**src/rtl/id_ex_stage.sv**
```systemverilog
// ID/EX pipeline register: decodes one instruction into ALU/memory controls with a load-use bubble.
// Optional macro WB_BYPASS_EN forwards the same-cycle write-back value into opA/opB on accept.
module id_ex_stage (
   input  logic        clk,
   input  logic        reset,
   input  logic        in_valid,
   output logic        in_ready,
   input  logic [5:0]  opcode,
   input  logic [5:0]  funct,
   input  logic [15:0] imm16,
   input  logic [4:0]  rs,
   input  logic [4:0]  rt,
   input  logic [4:0]  rd,
   input  logic [31:0] readData1,
   input  logic [31:0] readData2,
   input  logic        wbRegWrite,
   input  logic [4:0]  wbWriteRegister,
   input  logic [31:0] wbWriteData,
   output logic        out_valid,
   input  logic        out_ready,
   input  logic        flush,
   output logic [31:0] opA,
   output logic [31:0] opB,
   output logic [31:0] immExt,
   output logic [4:0]  destReg,
   output logic [3:0]  aluCtrl,
   output logic        aluSrcImm,
   output logic        regWriteOut,
   output logic        memReadOut,
   output logic        memWriteOut
);

   localparam logic [5:0] OP_RTYPE = 6'h00;
   localparam logic [5:0] OP_ADDI  = 6'h08;
   localparam logic [5:0] OP_ORI   = 6'h0D;
   localparam logic [5:0] OP_LW    = 6'h23;
   localparam logic [5:0] OP_SW    = 6'h2B;
   localparam logic [5:0] OP_BEQ   = 6'h04;

   logic        r_out_valid;
   logic [31:0] r_opA, r_opB, r_immExt;
   logic [4:0]  r_destReg;
   logic [3:0]  r_aluCtrl;
   logic        r_aluSrcImm, r_regWrite, r_memRead, r_memWrite;

   logic [4:0]  w_dest;
   logic [3:0]  w_alu;
   logic        w_src_imm, w_reg_write, w_mem_read, w_mem_write;
   logic        w_zero_ext, w_uses_rt;
   logic [31:0] w_imm_ext, w_opA, w_opB;
   logic        w_hazard, w_accept;

   always_comb begin
      w_dest      = 5'd0;
      w_alu       = 4'b0000;
      w_src_imm   = 1'b0;
      w_reg_write = 1'b0;
      w_mem_read  = 1'b0;
      w_mem_write = 1'b0;
      w_zero_ext  = 1'b0;
      w_uses_rt   = 1'b0;
      case (opcode)
         OP_RTYPE: begin
            w_dest      = rd;
            w_uses_rt   = 1'b1;
            w_reg_write = 1'b1;
            case (funct)
               6'h20:   w_alu = 4'b0010;
               6'h22:   w_alu = 4'b0110;
               6'h24:   w_alu = 4'b0000;
               6'h25:   w_alu = 4'b0001;
               6'h2A:   w_alu = 4'b0111;
               default: begin
                  w_alu       = 4'b1111;
                  w_reg_write = 1'b0;
               end
            endcase
         end
         OP_ADDI: begin
            w_dest      = rt;
            w_src_imm   = 1'b1;
            w_alu       = 4'b0010;
            w_reg_write = 1'b1;
         end
         OP_ORI: begin
            w_dest      = rt;
            w_src_imm   = 1'b1;
            w_zero_ext  = 1'b1;
            w_alu       = 4'b0001;
            w_reg_write = 1'b1;
         end
         OP_LW: begin
            w_dest      = rt;
            w_src_imm   = 1'b1;
            w_alu       = 4'b0010;
            w_reg_write = 1'b1;
            w_mem_read  = 1'b1;
         end
         OP_SW: begin
            w_src_imm   = 1'b1;
            w_alu       = 4'b0010;
            w_mem_write = 1'b1;
            w_uses_rt   = 1'b1;
         end
         OP_BEQ: begin
            w_alu       = 4'b0110;
            w_uses_rt   = 1'b1;
         end
         default: ;
      endcase
      // $zero is never a real destination
      if (w_dest == 5'd0) w_reg_write = 1'b0;
   end

   assign w_imm_ext = w_zero_ext ? {16'h0000, imm16} : {{16{imm16[15]}}, imm16};

`ifdef WB_BYPASS_EN
   assign w_opA = (wbRegWrite && wbWriteRegister != 5'd0 && wbWriteRegister == rs) ? wbWriteData : readData1;
   assign w_opB = (wbRegWrite && wbWriteRegister != 5'd0 && wbWriteRegister == rt) ? wbWriteData : readData2;
`else
   logic w_unused_wb;
   assign w_unused_wb = ^{wbRegWrite, wbWriteRegister, wbWriteData};
   assign w_opA = readData1;
   assign w_opB = readData2;
`endif

   // Load-use: the load in the stage has not produced its data yet
   assign w_hazard = in_valid && r_out_valid && r_memRead && (r_destReg != 5'd0) &&
                     ((r_destReg == rs) || (w_uses_rt && r_destReg == rt));
   assign in_ready = (!r_out_valid || out_ready) && !w_hazard && !flush && !reset;
   assign w_accept = in_valid && in_ready;

   always_ff @(posedge clk) begin
      if (reset) begin
         r_out_valid <= 1'b0;
         r_opA       <= '0;
         r_opB       <= '0;
         r_immExt    <= '0;
         r_destReg   <= '0;
         r_aluCtrl   <= '0;
         r_aluSrcImm <= 1'b0;
         r_regWrite  <= 1'b0;
         r_memRead   <= 1'b0;
         r_memWrite  <= 1'b0;
      end else if (flush) begin
         r_out_valid <= 1'b0;
      end else if (w_accept) begin
         r_out_valid <= 1'b1;
         r_opA       <= w_opA;
         r_opB       <= w_opB;
         r_immExt    <= w_imm_ext;
         r_destReg   <= w_dest;
         r_aluCtrl   <= w_alu;
         r_aluSrcImm <= w_src_imm;
         r_regWrite  <= w_reg_write;
         r_memRead   <= w_mem_read;
         r_memWrite  <= w_mem_write;
      end else if (r_out_valid && out_ready) begin
         r_out_valid <= 1'b0;
      end
   end

   assign out_valid   = r_out_valid;
   assign opA         = r_opA;
   assign opB         = r_opB;
   assign immExt      = r_immExt;
   assign destReg     = r_destReg;
   assign aluCtrl     = r_aluCtrl;
   assign aluSrcImm   = r_aluSrcImm;
   assign regWriteOut = r_regWrite;
   assign memReadOut  = r_memRead;
   assign memWriteOut = r_memWrite;

endmodule

```
**config.mk**
```make
export PLATFORM = sky130hd
export DESIGN_NAME = id_ex_stage
export DESIGN_NICKNAME = d
export VERILOG_FILES = /design/src/rtl/id_ex_stage.sv
export SDC_FILE = /design/constraint.sdc
export NUM_CORES = 1
export LEC_CHECK = 0
export BUFFER_PORTS_ARGS = -buffer_cell sky130_fd_sc_hd__buf_2
export CORE_MARGIN = 2
export CORE_UTILIZATION = 45
export CTS_CLUSTER_DIAMETER = 50
export DETAILED_ROUTE_END_ITERATION = 8
export PLACE_DENSITY_LB_ADDON = 0.3
export SETUP_SLACK_MARGIN = 0.15
export SYNTH_ARGS = -nofsm -noshare
export SYNTH_HDL_FRONTEND = slang
export SYNTH_SLANG_ARGS = --single-unit
```
**constraint.sdc**
```tcl
create_clock -name clk -period 2.3 [get_ports clk]
set_clock_uncertainty 0.05 [all_clocks]
set_input_delay 0.345 -clock clk [delete_from_list [all_inputs] [get_ports clk]]
set_output_delay 0.345 -clock clk [all_outputs]
set_load 0.02 [all_outputs]
```
# Word-level counts from Yosys, hierarchy flattened
# Cells that the tools add are included.
op_classes:
  n_reduce_logical: 27
  bitwise: 1
  n_eq_ne: 12
  muxes: 14
op_table:
  columns: ["op", "n"]
  rows:
  - ["== test 6 bit, second input constant", 7]
  - ["2-to-1 mux 32 bit", 1]
  - ["case mux 4 bit (5 select lines)", 1]
  - ["case mux 4 bit (4 select lines)", 1]
  - ["== test 6 x 4 -> 1 bit, second input constant", 2]
  - ["== test 5 bit", 2]
  - ["logical AND 1 bit", 10]
  - ["case mux 5 bit (2 select lines)", 1]
  - ["2-to-1 mux 1 bit", 9]
  - ["OR reduction 3 bit", 3]
  - ["== test 6 x 3 -> 1 bit, second input constant", 1]
  - ["zero test 6 bit", 1]
  - ["zero test 5 bit", 1]
  - ["nonzero test 5 bit", 1]
  - ["OR reduction 5 bit", 1]
  - ["zero test 1 bit", 4]
  - ["OR reduction 4 bit", 1]
  - ["logical OR 1 bit", 2]
  - ["case mux 1 bit (2 select lines)", 1]
  - ["AND reduction 2 bit", 1]
  - ["nonzero test 2 bit", 1]
  - ["OR reduction 2 bit", 1]
  - ["inverter 1 bit", 1]
totals:
  register_bits: 110
  output_inout_bits: 111

# Logic depth before layout (Yosys ltp)
# Gate-level depths: netlist (run 1).
depth:
  ltp_word: 12
  depth_mapped: 7
  ltp_nobuf: 5

# Worst setup path before layout (run 1)
# Ideal clock, no wire load.
synth_timing:
  path_kind: "register -> output"
  start: "reg r_destReg[4] (netlist: destReg[4])"
  end: "out in_ready"
  t_arrival_ns: 1.864
  path_slack_ns: 0.041
  stages_incl_launch_ff: 7
  path_cell_list: "dfxtp_1 -> or3_1 -> o311a_1 -> and3_1 -> clkbuf_1 -> o21ai_0 -> and3_1"
synth_via:
  elab_chain_len: 8
  elab_cells_between_ends: 11
synth_lines:
  columns: ["element", "line_no", "rtl"]
  rows:
  - ["start, declared", "42", "logic [4:0] r_destReg;"]
  - ["start signal, assigned", "152", "r_destReg <= w_dest;"]
  - ["== test 5 bit", "129", "((r_destReg == rs) || (w_uses_rt && r_destReg == rt));"]
  - ["logical AND 1 bit", "129", null]
  - ["logical OR 1 bit", "129", null]
  - ["logical AND 1 bit (*)", "128", "assign w_hazard = in_valid && r_out_valid && r_memRead && (r_destReg != 5'd0) &&"]
  - ["zero test 1 bit (*)", "130", "assign in_ready = (!r_out_valid || out_ready) && !w_hazard && !flush && !reset;"]
  - ["logical AND 1 bit (*) (3 in a row)", "130", null]
  - ["end, declared", "7", "output logic in_ready,"]
# Every way passes the cells marked *; elsewhere a longest branch is shown, timed or not.

# Worst setup path after layout (run 1)
layout_timing:
  start: "reg r_destReg[4] (netlist: destReg[4])"
  end: "reg r_opB[21] (netlist: opB[21])"
layout_via:
  elab_chain_len: 10
  elab_cells_between_ends: 13
layout_lines:
  columns: ["element", "line_no", "rtl"]
  rows:
  - ["== test 5 bit", "129", null]
  - ["logical AND 1 bit", "129", null]
  - ["logical OR 1 bit", "129", null]
  - ["logical AND 1 bit (*)", "128", null]
  - ["zero test 1 bit (*)", "130", null]
  - ["logical AND 1 bit (*) (3 in a row)", "130", null]
  - ["logical AND 1 bit (*)", "131", "assign w_accept = in_valid && in_ready;"]
  - ["AND reduction 2 bit (no source line) (*)", null, null]
  - ["end signal, assigned", "150", "r_opB <= w_opB;"]
  - ["end, declared", "41", "logic [31:0] r_opA, r_opB, r_immExt;"]
# Marked as above.
# A chain may end at the register's enable or synchronous reset.

==> results of run 1 <==
==> cell type report <==
cell class | instances | area (µm²) | share of cell area [%]
clock buffers | 13 | 179 | 2.76
flip-flops and latches | 95 | 1910 | 29.5
multi-input cells | 275 | 2520 | 39.0
clock inverters | 3 | 46.3 | 0.714
inverters | 1 | 3.75 | 0.0579
well taps | 136 | 170 | 2.63
repair buffers | 260 | 1650 | 25.4
==> synth_stat cells (5+ instances only) <==
master,n,share of area [%]
nor3_1,6,0.65
a21oi_1,8,0.86
xor2_1,10,1.9
buf_4,15,2.4
dfxtp_1,95,41
nor2b_1,84,11
nor2_1,10,0.81
buf_6,8,1.9
nand2_1,7,0.57
mux2_1,8,1.9
o31ai_1,5,0.81
a31oi_1,7,0.95
mux2_4,71,23
clkbuf_1,16,1.3
==> metrics by stage <==
step                      power (mW)   TNS, ns  util, %
after global routing            3.87     -5.53     63.9
after detailed placement        2.48  -0.00570     58.0
after floorplan                 2.23         0        -
after global placement          2.46         0     58.0
final                           3.73     -1.56     63.9
after CTS                       3.76     -5.16     63.7
==> power by group through the flow <==
stage | registers, mW | clock network, mW | logic (mW)
after floorplan | 1.92 | 0 | 0.317
after CTS | 1.77 | 1.26 | 0.724
after detailed placement | 1.81 | 0 | 0.666
after global routing | 1.79 | 1.31 | 0.775
after global placement | 1.81 | 0 | 0.652
final | 1.77 | 1.23 | 0.726
==> cell families after synthesis <==
kind of cell	Yosys count
xor+xnor	11
compound gates	43
buf+inv	42
mux	82
flops	95
simple gates	139
==> worst max-delay path, delay by kind of cell, from the launching register on <==
kind                   cells  cell delay (ns)
AO/OA/AOI/OAI              1             0.32
buffers and inverters      5             0.78
flip-flops                 1             0.37
multiplexers               1             0.29
AND/OR/NAND/NOR            3             0.50
==> metal layers <==
metal,global-route usage [%],part of all wire [%],routed length (µm)
met2,34.9,49,5780
met1,27.0,43,5070
met4,9.43,2.4,289
met3,3.83,6.0,709
met5,0,0,0
==> sequential cells by signal, summed over array words and instances (netlist names) <==
signal / flops
opA: 32
opB: 32
immExt: 17
destReg: 5
aluCtrl: 4
aluSrcImm: 1
memReadOut: 1
memWriteOut: 1
out_valid: 1
regWriteOut: 1
==> how the worst max path moves through the flow <==
| stage | endpoint | depth (start not counted) | slack, ns |
|---|---|---|---|
| 6_report | opB[21] | 10 | -0.12 |
| 2_1_floorplan | in_ready | 6 | 0.15 |
| 5_1_grt | in_ready | 6 | -0.19 |
| 4_1_cts | in_ready | 6 | -0.22 |
| 3_3_place_gp | opA[22] | 7 | 0.02 |
| 3_5_place_dp | opB[1] | 8 | -0.006 |
==> repair_timing <==
action                                  in CTS  in global routing
gates cloned                                 5                  0
buffers inserted                            10                  1
gates resized for setup                     27                  5
endpoints found under the setup margin      83                 90
pin swaps                                    5                  3
==> reports/results.tsv, run 1 <==
metric	value	unit
tightest_slew	0.978	ns
setup_ws	-0.115	ns
holdPathStages	2	
fillers	841	
numCtsBuffers	9	
io_pins	261	
yosys_register_bits	95	
syn-cell-area	4630	µm²
finalCriticalPeriod	2.42	ns
max_freq	414	MHz
antenna_cells	0	
cp_max_fo	6	
synth_compound_area_share	6.64	%
switchingPower	1.00	mW
final_cell_mix	221 x buf_2, 91 x dfxtp_1, 84 x nor2b_1, 78 x mux2_4, 19 x buf_4	
cp_data_arrival_time	2.63	ns
rsz0062_at_grt	true	
antenna_found_initial	0	
p_leak	3.36	nW
end_kind	register	
wl_per_cell	15.1	µm
yosys.area_share.simple	18.6	%
synth.area.mux_share	25.7	%
relSlewSlack	34.8	%
maxCapViolCount	0	
post-place-ws	-0.00570	ns
syn_inst	412	
die_w	105	µm
synthArstFlopShare	0	%
layout_commonest_cell	buf_2	
setup_violations	61	
peakVddDrop	0.273	mV
crit_type	register to register	
grt-ovfl-total	0	
totalWireLength	11.9	mm
fp-row-count	37	
vias	3855	
crit_chain	or3_4 > o311a_4 > buf_4 > buf_6 > nand3_4 > nand3_4 > buf_12 > buf_6 > bufbuf_16 > mux2_4	
cp-startpoint	destReg[4]	
hp-start	readData1[26]	
via_per_inst	4.92	
seqPwrFrac	47.5	%
internal_power	2.73	mW
finalHoldViolCount	0	
ff2ff_path_depth	10	
track_usage	21.2	%
fin_area	6480	µm²
powerDensity	576	nW/µm²
critPathSlowestCell	dfxtp_4	
cts_root_buffer	clkbuf_8	
synth.avg_cell_area	11.2	µm²
core-area	10100	µm²
fin_nets	792	
place_area	5880	µm²
synth_nets	562	
io_buffers	222	
fin_crit_sh	105	%
clk_pin_slew_worst_paths	0.10	ns
synth_xor_area_share	2.08	%
die_area	11100	µm²
critPathLaunchType	register	
htree_levels	3	
ctsHoldBuffers	0	
grt_pass1_wl	18.9	mm
yosysWarnings	0	
whs_endpoint	opA[26]	
cts_tree	built	
ys_seq_area_share	41.0	%
grt_pass1_vias	3788	
rrSetupSlack	-0.12	ns
r2r-start	destReg[4]	
hp-class	input pin to register	
max_stage_delay	0.37	ns
fin_hold_ws	0.128	ns
synthAdderAreaFrac	0	%
initial_core_util	45.7	%
first_pass_iters	4	
place_congestion	0.797	
synth_top_family_by_area	multiplexers	
r2r-end	opB[21]	
combPwrFrac	19.4	%
slew_violations	0	
synthFlopType	dfxtp_1	
cts_buffer_depth	2	
swShare	26.9	%
dp_hpwl	8.32	mm
stdcell_count	783	
die_h	105	µm
placed_cells	751	
drive_above_1_share	56.9	%
drt_iter0_markers	215	
grt_max_degree	96	
drc	0	
critPathRequiredTime	2.51	ns
violations	setup timing	
ant_nets	0	
synthDistinctLibCells	46	
synth_edf_count	0	
clock_latency	0.36	ns
status	complete, but fails checks	
clock-sinks	95	
area_growth	39.9	%
clockPowerShare	33.1	%
No activity file was read; power rests on OpenSTA's default activity.
==> inputs of run 2 (changes only) <==
--- a/config.mk
+++ b/config.mk
@@ -6,7 +6,6 @@
 export NUM_CORES = 1
 export LEC_CHECK = 0
 export BUFFER_PORTS_ARGS = -buffer_cell sky130_fd_sc_hd__buf_2
-export CORE_MARGIN = 2
 export CORE_UTILIZATION = 45
 export CTS_CLUSTER_DIAMETER = 50
 export DETAILED_ROUTE_END_ITERATION = 8
@@ -15,3 +14,4 @@
 export SYNTH_ARGS = -nofsm -noshare
 export SYNTH_HDL_FRONTEND = slang
 export SYNTH_SLANG_ARGS = --single-unit
+export TNS_END_PERCENT = 30
==> reports/results.tsv, run 2 (synthesis results as in run 1) <==
metric	value	unit
met3_usage	5.78	%
numCtsBuffers	9	
crit_family	simple AND/OR/NAND/NOR gates	
peakVddDrop	0.339	mV
critPathRequiredTime	1.90	ns
crit_path_frequent_cell	and3_4	
grt.met2_usage	34.9	%
setup_ws	-0.100	ns
cts_root_buffer	clkbuf_8	
rsz0062_at_grt	true	
grt_pass1_vias	3478	
worst-path-buf-inv	1	
grt_util_met1	24.9	%
die_w	103	µm
slew_violations	0	
cts_tree	built	
crit_chain	or3_4 > o311a_4 > and3_4 > o21ai_2 > and3_4 > buf_6	
clock-sinks	95	
p_leak	3.32	nW
drt_iter0_markers	86	
antenna_found_initial	1	
cp_data_arrival_time	2.01	ns
initial_core_util	47.0	%
busiest_layer	met2	
powerDensity	545	nW/µm²
wl_per_cell	15.5	µm
cts_buffer_depth	2	
fin_crit_sh	104	%
io_pins	261	
finalCriticalPeriod	2.40	ns
fp-row-count	36	
drc	0	
grt_max_degree	96	
core-area	9860	µm²
maxCapViolCount	0	
area_growth	38.5	%
finalHoldViolCount	0	
grt-ovfl-total	0	
clock_latency	0.36	ns
rrSetupSlack	-0.08	ns
critPathSlowestCell	or3_4	
setup_violations	24	
cp_max_fo	3	
htree_levels	3	
multi_input_area	2520	µm²
critPathLaunchType	register	
end_kind	output pin	
setup_tns	-1.63	ns
tightest_slew	0.598	ns
antenna_cells	0	
dp_hpwl	8.33	mm
first_pass_iters	4	
place_congestion	0.844	
drive_above_1_share	57.1	%
final_util	65.0	%
via_per_inst	5.01	
fin_nets	790	
fillers	845	
totalWireLength	12.0	mm
regArea	1910	µm²
fin_area	6410	µm²
vias	3896	
hp-class	input pin to register	
layout_commonest_cell	buf_2	
place_area	5850	µm²
crit_type	register to output pin	
ant_nets	0	
grt_pass1_wl	16.9	mm
status	complete, but fails checks	
placed_cells	745	
track_usage	20.5	%
stdcell_count	778	
relSlewSlack	59.1	%
die_h	103	µm
final_cell_mix	221 x buf_2, 90 x dfxtp_1, 84 x nor2b_1, 75 x mux2_4, 18 x buf_4	
io_buffers	222	
clk_pin_slew_worst_paths	0.10	ns
max_stage_delay	0.38	ns
violations	setup timing	
max_freq	417	MHz
die_area	10700	µm²
-- run 2: cell type report --
| type | count | share of cell area (%) |
|---|---|---|
| clock buffer | 10 | 1.99 |
| multi-input combinational | 275 | 39.4 |
| clock inverter | 6 | 0.702 |
| sequential | 95 | 29.8 |
| timing repair buffer | 258 | 25.5 |
| inverter | 1 | 0.0585 |
| tap | 133 | 2.59 |
-- run 2: path summary, 6_finish.rpt --
path	startpoint	endpoint	cells after the start
setup reg to reg	destReg[0]	immExt[5]	8
setup / recovery	destReg[0]	in_ready	6
hold reg to reg	memWriteOut	memWriteOut	2
hold / removal	readData2[12]	opB[12]	2
-- run 2: stage by stage --
stage	setup slack, ns	hold slack (ns)	total power [mW]
2_1_floorplan	0.148	0.420	2.23
3_3_place_gp	0.0547	0.404	2.46
3_5_place_dp	0.0187	0.411	2.48
4_1_cts	-0.197	0.115	3.50
5_1_grt	-0.171	0.119	3.65
6_report	-0.100	0.128	3.50
-- run 2: timing repair --
| action | CTS | global route |
|---|---|---|
| setup endpoints to repair | 14 | 91 |
| hold endpoints to repair | 0 | 0 |
| cloned | 2 | 5 |
| buffers inserted | 7 | 3 |
| pin swaps | 6 | 5 |
| resized for setup | 14 | 14 |
| hold buffers | 0 | 0 |
-- run 2: report_power, final --
part | leakage (nW) | internal [mW] | switching, mW
logic | 2.46 | 0.369 | 0.352
registers | 0.780 | 1.73 | 0.0442
clock network | 0.0793 | 0.399 | 0.603
-- run 2: routing by layer --
layer,share of wire [%],routed length (µm)
met1,42,5000
met2,50,6040
met3,6.8,821
met4,1.3,152
met5,0.11,13
==> inputs of run 3 (changes only) <==
--- a/config.mk
+++ b/config.mk
@@ -11,6 +11,7 @@
 export DETAILED_ROUTE_END_ITERATION = 8
 export PLACE_DENSITY_LB_ADDON = 0.3
 export SETUP_SLACK_MARGIN = 0.15
+export SKIP_CTS_REPAIR_TIMING = 1
 export SYNTH_ARGS = -nofsm -noshare
 export SYNTH_HDL_FRONTEND = slang
 export SYNTH_SLANG_ARGS = --single-unit
==> reports/results.tsv, run 3 (synthesis results as in run 1) <==
metric	value	unit
placed_cells	745	
rsz0062_at_grt	true	
ant_nets	0	
fin_nets	790	
cts_tree	built	
r2r-end	opA[12]	
track_usage	19.7	%
clk_pin_slew_worst_paths	0.10	ns
clock-sinks	95	
endpoint	in_ready	
layout_commonest_cell	buf_2	
ff2ff_path_depth	7	
io_pins	261	
drc	0	
cp_max_fo	5	
place_congestion	0.844	
clock_latency	0.36	ns
grt_pass1_vias	3460	
powerDensity	548	nW/µm²
hp-class	input pin to register	
wl_per_cell	15.5	µm
fp-row-count	36	
critPathRequiredTime	1.90	ns
vias	3867	
via_per_inst	4.97	
crit_type	register to output pin	
cts_root_buffer	clkbuf_8	
drt_iter0_markers	100	
die_w	103	µm
status	complete, but fails checks	
area_growth	37.6	%
violations	setup timing	
finalHoldViolCount	0	
htree_levels	3	
die_area	10700	µm²
finalPower	3.50	mW
end_kind	output pin	
cp-startpoint	destReg[0]	
final_util	64.6	%
critPathSlowestCell	o311a_4	
cts_buffer_depth	2	
dp_hpwl	8.33	mm
setup_violations	1	
grt-ovfl-total	0	
maxCapViolCount	0	
fin_crit_sh	110	%
stdcell_count	778	
final_cell_mix	221 x buf_2, 90 x dfxtp_1, 84 x nor2b_1, 81 x mux2_4, 18 x buf_4	
setup_ws	-0.234	ns
crit_family	simple AND/OR/NAND/NOR gates	
p_leak	3.31	nW
worst-path-buf-inv	1	
fillers	853	
tightest_slew	0.597	ns
grt_pass1_wl	16.3	mm
drive_above_1_share	56.9	%
crit_cells	6	
finalCriticalPeriod	2.53	ns
post-place-ws	0.0187	ns
fin_hold_ws	0.146	ns
critPathLaunchType	register	
numCtsBuffers	9	
io_buffers	222	
peakVddDrop	0.331	mV
crit_chain	or3_4 > o311a_4 > and4_1 > o21ai_1 > and3_4 > buf_6	
rrSetupSlack	0.04	ns
antenna_found_initial	1	
core-area	9860	µm²
initial_core_util	47.0	%
die_h	103	µm
slew_violations	0	
max_stage_delay	0.41	ns
cp_data_arrival_time	2.14	ns
grt_max_degree	96	
r2r-start	destReg[0]	
totalWireLength	12.1	mm
antenna_cells	0	
max_freq	395	MHz
first_pass_iters	4	
relSlewSlack	59.2	%
==> run 3: per-stage QoR <==
stage,TNS (ns),instance area (µm²)
final,-0.234,6370
after global routing,-0.506,6370
after CTS,-0.305,6020
after detailed placement,0,5850
after global placement,0,5850
after floorplan,0,4640
==> run 3: metal layers <==
metal	wire length [µm]	global-route usage, %	up-vias
met5	13	0	-
met4	206	8.23	2
met3	831	5.04	18
met2	5970	33.7	139
met1	5040	23.5	1827
li1	-	-	1881
==> run 3: worst min-delay path by stage <==
stage / start / to / slack [ns] / cells after the start
2_1_floorplan: imm16[11] / immExt[11] / 0.42 / 1
3_3_place_gp: aluCtrl[3] / aluCtrl[3] / 0.40 / 2
3_5_place_dp: memWriteOut / memWriteOut / 0.41 / 2
4_1_cts: readData2[12] / opB[12] / 0.11 / 2
5_1_grt: readData2[22] / opB[22] / 0.13 / 2
6_report: readData2[8] / opB[8] / 0.15 / 2
==> run 3: power breakdown <==
group	switching (mW)	internal [mW]	total [mW]
clock network	0.602	0.399	1.00
logic	0.352	0.368	0.720
registers	0.0446	1.73	1.77
==> run 3: layout make-up <==
cell class	instances	area, µm²	share of cell area, %
Clock inverter	6	45.0	0.707
Tap cell	133	166	2.61
Inverter	1	3.75	0.0589
Multi-Input combinational cell	275	2520	39.6
Timing Repair Buffer	258	1590	25.0
Sequential cell	95	1910	30.0
Clock buffer	10	128	2.00
==> run 3: worst reg2reg max path, delay by kind of cell (launching register included) <==
kind	cells	cell delay, ns
and+or+nand+nor	3	0.71
AOI/OAI and AO/OA	1	0.41
DFF	1	0.35
buffers and inverters	2	0.35
muxes	1	0.30
